### src/rtl/shark_pkg.sv
// shark_pkg: types and constants shared by the shark mover and the shark drawing logic.
// Ports: none (package). Provides the movement state enum, the coordinate type,
//        the sprite extents around the reference point and a coordinate clamp helper.

package shark_pkg;

  localparam int COORD_W = 12;

  // Sprite extents relative to (sharkX, sharkY): body spans X-LEFT..X+RIGHT, Y-TOP..Y+BOT.
  localparam int SHARK_LEFT  = 55;
  localparam int SHARK_RIGHT = 2;
  localparam int SHARK_TOP   = 15;
  localparam int SHARK_BOT   = 10;

  typedef logic signed [COORD_W-1:0] coord_t;

  typedef enum logic [1:0] {
    IDLE,
    SPAWN,
    SWIM,
    WAIT
  } shark_state_e;

  function automatic coord_t clamp_coord(input coord_t v, input coord_t lo, input coord_t hi);
    if (v < lo) begin
      return lo;
    end
    if (v > hi) begin
      return hi;
    end
    return v;
  endfunction

endpackage

### src/rtl/shark_mover_lfsr10.sv
// lfsr10: free-running 10-bit Fibonacci LFSR, polynomial x^10 + x^7 + 1.
// Ports: clk, rst (async, active-high, loads SEED), lfsr_o = current register state.
// Advances on every clock edge; SEED must be non-zero or the register locks at zero.

module lfsr10 #(
  parameter logic [9:0] SEED = 10'h2A5
) (
  input  logic       clk,
  input  logic       rst,
  output logic [9:0] lfsr_o
);

  logic [9:0] lfsr_q;
  logic [9:0] lfsr_d;

  // Taps 10 and 7 (1-based) feed back into bit 0 as the register shifts up.
  assign lfsr_d = {lfsr_q[8:0], lfsr_q[9] ^ lfsr_q[6]};

  always_ff @(posedge clk or posedge rst) begin
    if (rst) begin
      lfsr_q <= SEED;
    end else begin
      lfsr_q <= lfsr_d;
    end
  end

  assign lfsr_o = lfsr_q;

endmodule

### src/rtl/shark_mover.sv
// shark_mover: per-frame shark position/active generator; swims right-to-left with a
// vertical bob, respawns at a pseudo-random depth after escaping or being hit.
// Ports: clk, rst (async active-high), frame_tick, enable, hit in; sharkX, sharkY (signed),
//        active, escaped (one-cycle pulse) out. All outputs are registered.

module shark_mover
  import shark_pkg::*;
#(
  parameter int         H_ACTIVE       = 640,
  parameter int         V_TOP          = 40,
  parameter int         V_BOT          = 440,
  parameter int         SPEED          = 2,
  parameter int         STEP_DIV       = 1,
  parameter int         BOB_AMP        = 8,
  parameter int         RESPAWN_FRAMES = 30,
  parameter logic [9:0] LFSR_SEED      = 10'h2A5
) (
  input  logic               clk,
  input  logic               rst,
  input  logic               frame_tick,
  input  logic               enable,
  input  logic               hit,
  output logic signed [11:0] sharkX,
  output logic signed [11:0] sharkY,
  output logic               active,
  output logic               escaped
);

  localparam coord_t SPAWN_X  = coord_t'(H_ACTIVE + 56);
  localparam coord_t CENTER_Y = coord_t'((V_TOP + V_BOT) / 2);
  localparam coord_t V_TOP_C  = coord_t'(V_TOP);
  localparam coord_t V_BOT_C  = coord_t'(V_BOT);
  localparam coord_t BAND_LO  = coord_t'(V_TOP + BOB_AMP);
  localparam coord_t BAND_HI  = coord_t'(V_BOT - BOB_AMP);
  localparam coord_t WRAP     = coord_t'(256);
  localparam coord_t SPEED_C  = coord_t'(SPEED);
  localparam coord_t AMP_P    = coord_t'(BOB_AMP);
  localparam coord_t AMP_N    = coord_t'(-BOB_AMP);
  localparam coord_t ONE      = coord_t'(1);
  // The body's right edge is X+SHARK_RIGHT; once that is left of column 0 the shark is gone.
  localparam coord_t ESC_X    = coord_t'(-(SHARK_RIGHT + 1));

  localparam logic [3:0] STEP_DIV_C = 4'(STEP_DIV);
  localparam logic [3:0] STEP_ONE   = 4'd1;

  localparam int                WAIT_W   = $clog2(RESPAWN_FRAMES + 1);
  localparam logic [WAIT_W-1:0] WAIT_END = WAIT_W'(RESPAWN_FRAMES);
  localparam logic [WAIT_W-1:0] WAIT_ONE = WAIT_W'(1);

  shark_state_e      state_q, state_d;
  coord_t            x_q, x_d;
  coord_t            y_q, y_d;
  coord_t            base_q, base_d;
  coord_t            bob_q, bob_d;
  logic              bob_down_q, bob_down_d;
  logic [3:0]        step_q, step_d;
  logic [WAIT_W-1:0] wait_q, wait_d;
  logic              active_q, active_d;
  logic              esc_q, esc_d;

  logic [9:0] lfsr;
  logic       unused_lfsr_msb;
  coord_t     spawn_raw;
  coord_t     spawn_y;

  lfsr10 #(
    .SEED (LFSR_SEED)
  ) u_lfsr (
    .clk    (clk),
    .rst    (rst),
    .lfsr_o (lfsr)
  );

  // Only the low nine bits pick the depth; the MSB just keeps the sequence long.
  assign unused_lfsr_msb = lfsr[9];

  always_ff @(posedge clk or posedge rst) begin
    if (rst) begin
      state_q    <= IDLE;
      x_q        <= SPAWN_X;
      y_q        <= CENTER_Y;
      base_q     <= CENTER_Y;
      bob_q      <= '0;
      bob_down_q <= 1'b1;
      step_q     <= '0;
      wait_q     <= '0;
      active_q   <= 1'b0;
      esc_q      <= 1'b0;
    end else begin
      state_q    <= state_d;
      x_q        <= x_d;
      y_q        <= y_d;
      base_q     <= base_d;
      bob_q      <= bob_d;
      bob_down_q <= bob_down_d;
      step_q     <= step_d;
      wait_q     <= wait_d;
      active_q   <= active_d;
      esc_q      <= esc_d;
    end
  end

  always_comb begin
    state_d    = state_q;
    x_d        = x_q;
    base_d     = base_q;
    bob_d      = bob_q;
    bob_down_d = bob_down_q;
    step_d     = step_q;
    wait_d     = wait_q;
    active_d   = active_q;
    esc_d      = 1'b0;

    // Spawn depth: V_TOP plus nine random bits covers 40..551; folding the overshoot
    // back by 256 keeps the spread inside the band before the final clamp.
    spawn_raw = V_TOP_C + coord_t'({3'b000, lfsr[8:0]});
    if (spawn_raw > V_BOT_C) begin
      spawn_raw = spawn_raw - WRAP;
    end
    spawn_y = clamp_coord(spawn_raw, BAND_LO, BAND_HI);

    if (!enable) begin
      state_d  = IDLE;
      active_d = 1'b0;
      x_d      = SPAWN_X;
    end else begin
      unique case (state_q)
        IDLE: begin
          x_d      = SPAWN_X;
          active_d = 1'b0;
          state_d  = SPAWN;
        end

        SPAWN: begin
          base_d     = spawn_y;
          x_d        = SPAWN_X;
          bob_d      = '0;
          bob_down_d = 1'b1;
          step_d     = '0;
          active_d   = 1'b1;
          state_d    = SWIM;
        end

        SWIM: begin
          if (hit) begin
            // A hit wins over a coincident frame_tick: no move, no escape pulse.
            active_d = 1'b0;
            wait_d   = '0;
            state_d  = WAIT;
          end else if (frame_tick) begin
            bob_d = bob_down_q ? (bob_q + ONE) : (bob_q - ONE);
            if (bob_d == AMP_P) begin
              bob_down_d = 1'b0;
            end else if (bob_d == AMP_N) begin
              bob_down_d = 1'b1;
            end

            if ((step_q + STEP_ONE) == STEP_DIV_C) begin
              step_d = '0;
              x_d    = x_q - SPEED_C;
            end else begin
              step_d = step_q + STEP_ONE;
            end

            if (x_d <= ESC_X) begin
              esc_d    = 1'b1;
              active_d = 1'b0;
              wait_d   = '0;
              state_d  = WAIT;
            end
          end
        end

        WAIT: begin
          if (frame_tick) begin
            if ((wait_q + WAIT_ONE) == WAIT_END) begin
              wait_d  = '0;
              state_d = SPAWN;
            end else begin
              wait_d = wait_q + WAIT_ONE;
            end
          end
        end

        default: begin
          state_d = IDLE;
        end
      endcase
    end

    y_d = base_d + bob_d;
  end

  assign sharkX  = x_q;
  assign sharkY  = y_q;
  assign active  = active_q;
  assign escaped = esc_q;

endmodule

### config.mk
export PLATFORM = sky130hd
export DESIGN_NAME = shark_mover
export DESIGN_NICKNAME = d
export VERILOG_FILES = /design/src/rtl/shark_pkg.sv /design/src/rtl/shark_mover_lfsr10.sv /design/src/rtl/shark_mover.sv
export SDC_FILE = /design/constraint.sdc
export NUM_CORES = 1
export LEC_CHECK = 0
export ABC_AREA = 1
export ABC_CLOCK_PERIOD_IN_PS = 4300
export BUFFER_PORTS_ARGS = -buffer_cell sky130_fd_sc_hd__buf_2
export CAP_MARGIN = 20
export CORE_MARGIN = 2
export CORE_UTILIZATION = 58
export DETAILED_ROUTE_END_ITERATION = 10
export PLACE_DENSITY = 0.78
export SYNTH_ARGS = -nofsm -noshare
export SYNTH_HDL_FRONTEND = slang
export SYNTH_SLANG_ARGS = --single-unit
export TNS_END_PERCENT = 30
### constraint.sdc
create_clock -name clk -period 4.3 [get_ports clk]
set_input_delay 0.645 -clock clk [delete_from_list [all_inputs] [get_ports clk]]
set_output_delay 0.645 -clock clk [all_outputs]
set_load 0.01 [all_outputs]
==> out/metrics.yaml, run 1 <==
wl_mm: 9.44
dp_cells: 676
nNetsFinal: 626
dp_hpwl_mm: 7.13
fp-row-count: 32
start_kind: "flip-flop"
p_leak_uw: 0.00257
die_y_microns: 92.2
min_period_over_period_pct: 89.8
syn_nets: 586
drv_cap: 0
ys_types: 45
yosys_register_bits: 71
post_cts_resized: 0
ios: 31
drc: 0
avgSynthCellArea_sq_um: 8.27
endpoint_kind: "flip-flop"
path_clk_slew_ns: 0.08
crit_arrival_ns: 4.10
crit_top_cell: "nand2_1"
synth_ff_type: "dfrtp_1"
clock_skew_ns: 0.00656
regArea_sq_um: 1800
worstMarginPinSlew_ns: 0.893
start_util_pct: 59.0
synth.cell_area_sq_um: 4510
crit_start: "u_lfsr.lfsr_o[5]"
grt_pass1_wl_mm: 16.5
critical_path.reg2reg.startpoint: "u_lfsr.lfsr_o[5]"
finalSetupTns_ns: 0
dr.pass1.iters: 4
final_util_pct: 65.7
drive_gt1_share_pct: 18.3
layout_common_cells: "101 x nand2_1, 78 x inv_1, 52 x dfrtp_1, 43 x nor2_1, 35 x nand3_1"
area_growth_pct: 11.5
cts_hold_buf: 0
final_common_cell: "nand2_1"
drtIter0Drc: 154
peakVddDrop_v: 0.000273
period_minus_slack_ns: 3.86
seq_area_frac_synth_pct: 39.9
grt_setup_unrepaired: "false"
crit_slowest_cell: "dfstp_2"
nFillCells: 640
worst-path-buf-inv: 3
vias_per_cell: 5.35
gr-usage-all-layers_pct: 24.6
clock_sinks: 71
synth_enable_flop_cells: 0
hp-start: "u_lfsr.lfsr_o[2]"
cp.required_ns: 4.54
htreeDepth: 3
grt_pass1_vias: 3651
synth_warnings: 0
cts-root-buf: "clkbuf_8"
cts_made_buffers: 9
status: "complete, no violations"
cp_max_fo: 5
gp_congestion: 0.870
power.density_nw_per_um2: 513
max_slew_margin_pct: 40.4
cpPeakStageDelay_ns: 0.56
port_buffers: 29
crit_type: "flip-flop to flip-flop"
insertion_delay_ns: 0.36
postSynth.asyncResetShare_pct: 100
hp-class: "flip-flop to flip-flop"
multi_input_area_sq_um: 2400
clockBufferDepth: 2
fmax_mhz: 259
slew_violations: 0
num_vias: 3703
finalNonFillerCells: 692
hold_violations: 0
dieArea_sq_um: 8500
setup_viol: 0
critPathTopFamily: "simple AND/OR/NAND/NOR gates"
diodes: 0
routedWlPerCell_microns: 13.6
antenna_found_initial: 0
core_sq_um: 7650
syn_inst: 545
grt_remaining_overflow: 0
drtAntennaViolNets: 0
cts_tree: "done"
post_cts_buffers: 0
grt_max_degree: 45
die_w_microns: 92.2
## final timing paths
path                                    end  slack (ns)  cells past startpoint
min in group asynchronous         base_q[3]        0.47                      2
max in group asynchronous         sharkY[4]        2.91                      3
setup reg to reg                 sharkY[11]        0.44                     25
hold / removal             u_lfsr.lfsr_o[3]        0.41                      0
hold reg to reg            u_lfsr.lfsr_o[3]        0.41                      0
setup / recovery                 sharkY[11]        0.44                     25
## cells in the mapped netlist (3+ instances only)
cell	count	area share (%)
nand2_1	101	8.4
inv_1	79	6.6
dfrtp_1	52	29
nor2_1	44	3.7
nand3_1	36	4.0
ha_1	34	9.4
o21ai_0	30	3.3
a21oi_1	29	3.2
xor2_1	26	5.0
dfstp_2	19	11
nand4_1	12	1.7
nand2_2	10	1.4
a22oi_1	5	0.83
nor3_1	5	0.55
o21ai_2	5	0.97
o22ai_1	5	0.69
xnor2_1	5	0.97
nand3_2	4	0.89
o21a_1	3	0.50
or2_2	3	0.42
## flip-flops by register name, summed over array words and instances, names as in the netlist
register,flops
base_q,12
step_q,4
sharkY,12
escaped,1
active,1
bob_down_q,1
u_lfsr.lfsr_o,10
wait_q,5
sharkX,11
bob_q,12
state_q,2
## through the flow
| step | hold WS [ns] | worst slack [ns] | cell area [sq um] | total power (uW) |
|---|---|---|---|---|
| 2_1_floorplan | 0.356 | 0.783 | 4510 | 1680 |
| 3_3_place_gp | 0.396 | 0.544 | 4790 | 1910 |
| 3_5_place_dp | 0.393 | 0.314 | 4790 | 1960 |
| 4_1_cts | 0.410 | 0.236 | 5010 | 2570 |
| 5_1_grt | 0.413 | 0.0128 | 5030 | 2790 |
| 6_report | 0.406 | 0.441 | 5030 | 2580 |
## power breakdown
group,total [uW],switching [uW],leakage [uW],internal (uW)
Clock,599,271,0.000110,327
Sequential,837,60.1,0.000914,777
Combinational,1140,760,0.00154,382
## cells by family after synthesis
kind of cell / after synthesis / synth area share [%]
compound gates: 92 / 12.0
other cells: 1 / 0.0832
xor+xnor: 33 / 6.74
buf+inv: 85 / 7.27
flops: 71 / 39.9
fa+ha+maj: 36 / 10.3
simple gates: 227 / 23.7
## worst register-to-register path, stage by stage (launching register included)
cell and delay (ns):
dfstp_2 0.56, inv_1 0.07, nand2_1 0.08, nand3_1 0.11
xor2_2 0.19, inv_1 0.10, ha_1 0.18, nand2_1 0.06
nor2_1 0.10, nand3_1 0.15, nand2_2 0.13, nand2_1 0.08
nand3_1 0.08, nand2_1 0.11, nor2_4 0.15, inv_1 0.09
o22a_1 0.19, ha_1 0.37, a21oi_1 0.10, o211ai_1 0.26
nand3_1 0.11, nand2_1 0.11, a21oi_1 0.08, nor2_1 0.09
nor2_1 0.05, xor2_1 0.15
## routing by layer
metal | vias up | global-route usage [%] | part of all wire, %
met1 | 1742 | 30.9 | 46
met3 | 19 | 5.18 | 3.7
met5 | - | 0 | 0
li1 | 1863 | - | -
met4 | 0 | 8.71 | 2.0
met2 | 79 | 41.9 | 48
## layout make-up
class	count	share of cell area, %
Timing Repair Buffer	34	3.63
Inverter	80	5.97
Tap cell	102	2.54
Multi-Input combinational cell	389	47.7
Sequential cell	71	35.8
Clock inverter	7	1.89
Clock buffer	9	2.46
Power figures use the tool's default switching activity.
==> run 2, diff against run 1 <==
- GPL_TIMING_DRIVEN: unset -> 0
==> out/metrics.yaml, run 2 (same netlist as run 1, synthesis figures left out) <==
status: "complete, no violations"
die_y_microns: 92.2
num_vias: 3714
r2r_cells: 27
route.met3.wl_microns: 280
crit_type: "flip-flop to flip-flop"
nFillCells: 651
dp_cells: 676
final_cell_area_sq_um: 5070
p_leak_uw: 0.00256
cts_hold_buf: 0
port_buffers: 29
worstMarginPinSlew_ns: 0.851
clock_sinks: 71
start_util_pct: 59.0
insertion_delay_ns: 0.36
grt_remaining_overflow: 0
antenna_found_initial: 0
grt_pass1_vias: 3662
crit_arrival_ns: 4.27
multi_input_area_sq_um: 2430
start_kind: "flip-flop"
dr.pass1.iters: 5
whs_ns: 0.385
regArea_sq_um: 1800
cp_max_fo: 4
drv_cap: 0
endpoint_kind: "flip-flop"
finalNonFillerCells: 693
max_slew_margin_pct: 43.3
setup_viol: 0
nNetsFinal: 627
final.setup.worst_slack_ns: 0.301
slew_violations: 0
routedWlPerCell_microns: 13.8
peakVddDrop_v: 0.000265
fmax_mhz: 250
fp-row-count: 32
htreeDepth: 3
grt_pass1_wl_mm: 16.2
dieArea_sq_um: 8500
cp.required_ns: 4.58
drive_gt1_share_pct: 18.4
total_power_uw: 2570
final_common_cell: "nand2_1"
place_ws_ns: 0.0915
area_growth_pct: 12.4
clockBufferDepth: 2
hp-class: "flip-flop to flip-flop"
path_clk_slew_ns: 0.07
hold_violations: 0
gp_congestion: 0.911
min_period_over_period_pct: 93.0
topRoutingLayerUsed: "met4"
drt-met1-wl_mm: 4.30
core_sq_um: 7650
ios: 31
grt_max_degree: 72
diodes: 0
cts_made_buffers: 9
cts-root-buf: "clkbuf_8"
cts_tree: "done"
die_w_microns: 92.2
power.density_nw_per_um2: 507
clock_skew_ns: 0.00974
gr-usage-all-layers_pct: 23.9
drc: 0
vias_per_cell: 5.36
placed_area_sq_um: 4780
routed-wl-met2_mm: 4.80
drtIter0Drc: 212
drtAntennaViolNets: 0
period_minus_slack_ns: 4.00
wl_mm: 9.54
layout_common_cells: "101 x nand2_1, 78 x inv_1, 52 x dfrtp_1, 43 x nor2_1, 34 x nand3_1"
hold_depth: 0
dp_hpwl_mm: 6.81
run 2: changes by cell type in the layout (fill, tap and decap cells not counted), sizes merged:
cell	delta
clkbuf	+4
buf	-1
clkinv	-1
inv	-1
run 2: final cells by class:
class,instances,share of cell area [%]
timing repair buffer,30,3.01
sequential,71,35.5
clock buffer,11,2.79
clock inverter,5,1.60
multi-input combinational,389,48.0
buffer,5,0.543
inverter,80,5.97
tap,102,2.52
run 2: final timing paths:
path,start,endpoint,slack [ns]
worst min register to register,u_lfsr.lfsr_o[6],u_lfsr.lfsr_o[7],0.38
worst max-delay path,u_lfsr.lfsr_o[5],sharkY[11],0.30
worst min-delay path,u_lfsr.lfsr_o[6],u_lfsr.lfsr_o[7],0.38
max in group asynchronous,rst,base_q[11],3.28
worst max register to register,u_lfsr.lfsr_o[5],sharkY[11],0.30
min in group asynchronous,rst,step_q[1],0.47
run 2: repair_timing:
item,CTS,global route
setup endpoints to repair,1,3
endpoints found under the hold margin,0,0
buffers inserted,0,1
gates resized for setup,1,11
pin swaps,0,2
run 2: report_power, final:
| part | switching, uW | internal, uW | total [uW] | leakage [uW] |
|---|---|---|---|---|
| logic | 744 | 391 | 1130 | 0.00154 |
| clock network | 257 | 343 | 599 | 0.000110 |
| registers | 59.0 | 777 | 836 | 0.000914 |
| total | 1060 | 1510 | 2570 | 0.00256 |
run 2: per-stage QoR:
step / utilization (%) / TNS (ns)
CTS: 65.5 / 0
global route: 66.3 / -0.0326
finish: 66.3 / 0
floorplan: - / 0
detailed placement: 62.6 / 0
global placement: 62.5 / 0
run 2: critical path, stage by stage (launching register included):
cell and delay (ns):
dfstp_2 0.56, inv_1 0.08, nand2_1 0.09, nand3_1 0.11, xor2_2 0.19, inv_1 0.11
ha_1 0.17, nand2_1 0.06, nor2_1 0.13, nand3_2 0.12, nand2_2 0.12, nand2_1 0.06
nand3_1 0.11, nand3_2 0.12, nor2_4 0.18, inv_1 0.11, o21ai_4 0.19, ha_4 0.24
a21oi_1 0.13, nand2_1 0.14, nand4_1 0.10, o211ai_1 0.13, nand3_1 0.10, nand2_1 0.08
a21oi_1 0.13, nor2_1 0.06, nor2_1 0.14, xor2_1 0.15
run 2: routing by layer:
metal | vias up | track usage (%)
li1 | 1860 | -
met1 | 1777 | 29.9
met2 | 64 | 41.0
met3 | 13 | 3.29
met4 | 0 | 10.7
met5 | - | 0
